**src/rtl/instruction_fetch.sv**
```systemverilog
// Instruction fetch: pc generator plus a small response buffer in front of decode.
// Define IFETCH_SKID_EN for a 2-entry buffer (one transfer per cycle); default is 1 entry.
module instruction_fetch #(
   parameter logic [15:0] RESET_PC = 16'h0000
) (
   input  logic        clock,
   input  logic        reset_n,
   output logic [15:0] mem_addr,
   input  logic [15:0] mem_data,
   output logic [15:0] instr,
   output logic [15:0] instr_pc,
   output logic        instr_valid,
   input  logic        instr_ready,
   input  logic        redirect,
   input  logic [15:0] redirect_pc
);

`ifdef IFETCH_SKID_EN
   localparam logic [2:0] DEPTH = 3'd2;
`else
   localparam logic [2:0] DEPTH = 3'd1;
`endif

   logic [15:0] r_pc;
   logic [15:0] r_flight_pc;
   logic        r_flight;
   logic [1:0]  r_count;
   logic [15:0] r_buf_data [2];
   logic [15:0] r_buf_pc   [2];

   logic        w_pop;
   logic        w_push;
   logic        w_issue;
   logic        w_wr_sel;
   logic [2:0]  w_occupancy;

   assign mem_addr    = r_pc;
   assign instr_valid = (r_count != 2'd0);
   assign instr       = r_buf_data[0];
   assign instr_pc    = r_buf_pc[0];

   assign w_pop       = instr_valid & instr_ready & ~redirect;
   assign w_push      = r_flight;
   // entries that will still be owed to decode after this edge, counting the outstanding read
   assign w_occupancy = {1'b0, r_count} + {2'b00, r_flight} - {2'b00, w_pop};
   assign w_issue     = ~redirect & (w_occupancy < DEPTH);
   // write slot is the first free entry after any pop at the same edge
   assign w_wr_sel    = r_count[0] ^ w_pop;

   always_ff @(posedge clock or negedge reset_n) begin
      if (!reset_n) begin
         r_pc          <= RESET_PC;
         r_flight      <= 1'b0;
         r_flight_pc   <= 16'h0000;
         r_count       <= 2'd0;
         r_buf_data[0] <= 16'h0000;
         r_buf_data[1] <= 16'h0000;
         r_buf_pc[0]   <= 16'h0000;
         r_buf_pc[1]   <= 16'h0000;
      end else if (redirect) begin
         r_pc     <= redirect_pc;
         r_flight <= 1'b0;
         r_count  <= 2'd0;
      end else begin
         r_flight <= w_issue;
         if (w_issue) begin
            r_pc        <= r_pc + 16'd1;
            r_flight_pc <= r_pc;
         end
         r_count <= r_count + {1'b0, w_push} - {1'b0, w_pop};
         if (w_pop) begin
            r_buf_data[0] <= r_buf_data[1];
            r_buf_pc[0]   <= r_buf_pc[1];
         end
         if (w_push) begin
            r_buf_data[w_wr_sel] <= mem_data;
            r_buf_pc[w_wr_sel]   <= r_flight_pc;
         end
      end
   end

endmodule

```
**config.mk**
```make
export PLATFORM = sky130hd
export DESIGN_NAME = instruction_fetch
export DESIGN_NICKNAME = d
export VERILOG_FILES = /design/src/rtl/instruction_fetch.sv
export SDC_FILE = /design/constraint.sdc
export NUM_CORES = 1
export LEC_CHECK = 0
export BUFFER_PORTS_ARGS = -buffer_cell sky130_fd_sc_hd__buf_2
export CORE_UTILIZATION = 50
export DETAILED_ROUTE_END_ITERATION = 6
export GPL_TIMING_DRIVEN = 0
export PLACE_DENSITY = 0.77
export SYNTH_ARGS = -nofsm -noshare
export SYNTH_HDL_FRONTEND = slang
export SYNTH_SLANG_ARGS = --single-unit
```
**constraint.sdc**
```tcl
create_clock -name clock -period 2.6 [get_ports clock]
set_input_delay 0.26 -clock clock [delete_from_list [all_inputs] [get_ports clock]]
set_output_delay 0.26 -clock clock [all_outputs]
set_load 0.05 [all_outputs]
```
==> reports/metrics.csv <==
metric;value;unit
grt_max_degree;61;
synth_cells;377;
leakage;2.63;nW
die_w;98.9;µm
gr-total-overflow;0;
min_to;mem_addr[3];
drt_iter0_markers;141;
yosysWarningCount;0;
p_comb_share;52.2;%
synth_top_area_share;52.7;%
power.share.sequential;35.1;%
critPathTopFamily;adder cells;
grt_pass1_vias;3478;
synth-seq-cells;99;
finalInstanceArea;5780;µm²
route.detailed.drc;0;
pin_count;85;
regArea;2480;µm²
cts_tree;done;
num-nets-final;525;
clkTransAtPathRegs;0.09;ns
multi_input_area;1970;µm²
antenna_found_initial;0;
hold_viol;0;
whs;0.115;ns
drv_slew;0;
drt-vias-per-instance;5.57;
dp.final_hpwl;7.00;mm
max_cap_viol_count;0;
cp_max_fo;5;
critPathMaxStageDelay;0.57;ns
final.period_utilization;104;%
busiest_layer;met2;
clockRootBuffer;clkbuf_8;
reg2reg_from;r_count[0];
power_density;1330;nW/µm²
hold-path-cell-count;3;
maxSlewHeadroom;64.7;%
critPathKind;flop to flop;
grt_pass1_wl;17.3;mm
setup_ws;-0.111;ns
async_flop_share;100;%
rrSetupSlack;-0.11;ns
routed_wl;10.5;mm
gr-usage-met1;30.2;%
switching_share;41.6;%
numCtsBuffers;9;
place.gp.congestion;0.795;
hp-start;redirect_pc[3];
path_buf_inv;3;
syn_area;4700;µm²
rr_worst_depth;10;
cts_buffer_depth;2;
die_h;98.9;µm
grt_use_met3;3.48;%
use_met2;37.4;%
max_freq;369;MHz
vias;3352;
num_rows;35;
yosys.cell_count.top_type;dfrtp_1;
clockPowerShare;12.7;%
drive_gt1_share;46.0;%
antenna_cells;0;
crit_required;2.85;ns
setup_viol_count_final;19;
core_area;9150;µm²
cts_num_sinks;99;
grt_util_all_layers;22.8;%
synth_seq_area_share;52.7;%
drtPass1Iterations;4;
start_kind;flop;
syn_to_final_growth;23.0;%
hold_path_class;primary input to flop;
wl_per_cell;17.5;µm
tightest_slew;0.530;ns
final_antenna_net_count;0;
min_period;2.71;ns
r2r-end;r_flight_pc[7];
path_cells;and4bb_4 -> a21o_1 -> ha_2 -> inv_2 -> fa_2 -> nand2b_4 -> buf_6 -> nor3_4 -> buf_6 -> mux2_4;
final.setup_skew;0.0123;ns
insertion_delay;0.36;ns
fill_cells;709;
ys.flop_type;dfrtp_1;
dpl-instance-area;5310;µm²
ir_worst_vdd;671;µV
cpMaxStageDelayCell;fa_2;
synth_area_per_cell;12.5;µm²
worst_setup_path_end_kind;flop;
synthTopCellsByArea;dfrtp_1 (53%), mux2_4 (9.6%), a2bb2oi_1 (5.8%), buf_4 (5.4%), mux2_2 (4.6%);
start_util;51.3;%
worstPathArrival;2.96;ns
htree_levels;3;
violations;setup timing;
status;finished, violations left;
ys_top_cells_by_count;dfrtp_1 (99), buf_4 (34), o22ai_1 (32), a2bb2oi_1 (31), mux2_4 (30);
synth-edff-count;0;
crit_top_cell;buf_6;
port_buffers;83;
synth_top_cell_by_area;dfrtp_1;
synth_fp_nets;416;
power_switching;0.00321;W
rsz0062_at_grt;true;
die_area;9790;µm²
p_int;0.00450;W
synth_cell_type_count;44;
## layer usage
metal / routed length [µm] / share of wire, %
met3: 418 / 4.0
met5: 0 / 0
met2: 5210 / 50
met1: 4730 / 45
met4: 164 / 1.6
## layout by cell type (no fill, tap or decap), types with 2 or more instances in the layout
master,instances
o21ai_1,7
nor2_1,8
clkinvlp_4,3
clkbuf_8,9
o21ai_0,3
xnor2_1,6
or3_1,3
a31oi_1,4
nand3_1,5
nor2b_1,2
a21oi_1,2
mux2i_1,4
buf_4,44
inv_1,7
nor3_1,2
buf_2,83
dfrtp_1,99
buf_6,11
or2_2,2
a31o_2,2
a2bb2oi_1,31
nor3_4,2
nor4_4,4
mux2_2,3
clkbuf_1,16
nand4_1,4
nor4_1,2
o22ai_1,32
mux2_4,46
nand3_2,2
a22oi_1,2
nand2_1,14
## worst max-delay path by stage
| stage | start | cells past startpoint | end |
|---|---|---|---|
| 6_report | r_count[0] | 10 | r_flight_pc[7] |
| 5_1_grt | r_count[0] | 10 | r_flight_pc[5] |
| 4_1_cts | r_count[0] | 9 | mem_addr[14] |
| 3_5_place_dp | redirect | 11 | r_flight_pc[10] |
| 3_3_place_gp | redirect | 11 | r_flight_pc[14] |
| 2_1_floorplan | redirect | 11 | r_flight_pc[8] |
## metrics by stage
| stage | setup TNS, ns | instances | util, % | power (W) | setup WS [ns] |
|---|---|---|---|---|---|
| finish | -1.72 | 602 | 63.1 | 0.00771 | -0.111 |
| global route | -3.82 | 602 | 63.1 | 0.00810 | -0.194 |
| CTS | -0.723 | 602 | 62.7 | 0.00766 | -0.176 |
| detailed placement | -6.14 | 572 | 58.0 | 0.00630 | -0.362 |
| global placement | -4.18 | 571 | 57.7 | 0.00618 | -0.278 |
| floorplan | -0.703 | 377 | - | 0.00555 | -0.0767 |
## worst min-delay path: stages
cell	delay, ns
buf_2	0.07
nand2_1	0.04
o21ai_1	0.06
## cell type report
class,count,share of cell area [%]
Sequential cell,99,42.9
Inverter,9,0.585
Multi-Input combinational cell,212,34.1
Clock buffer,11,2.27
Buffer,57,6.98
Tap cell,111,2.40
Clock inverter,5,1.06
Timing Repair Buffer,98,9.71
## power groups by stage
stage	clock [W]	combinational (W)	sequential [W]
after floorplan	0	0.00284	0.00272
after global placement	0	0.00350	0.00267
after detailed placement	0	0.00359	0.00272
after CTS	0.000994	0.00397	0.00270
after global routing	0.00105	0.00426	0.00279
final	0.000978	0.00403	0.00271
## what timing repair did
item                                    4_1_cts  5_1_grt
hold buffers                                  1        0
endpoints found under the setup margin       27       32
setup buffers                                12        0
cloned                                        1        0
endpoints found under the hold margin        39        0
gates resized for setup                      31       13
pin swaps                                     6       12
## cells by family (layout without fill, tap and decap cells)
logic type / after synthesis / after routing / synth area share (%)
muxes: 53 / 53 / 15.0
DFF: 99 / 99 / 52.7
and+or+nand+nor: 61 / 61 / 7.65
buffers and inverters: 66 / 180 / 8.87
AOI/OAI and AO/OA: 87 / 87 / 13.3
xor gates and xnor gates: 8 / 8 / 1.49
adders and majority gates: 3 / 3 / 0.959
Power figures use the tool's default switching activity.
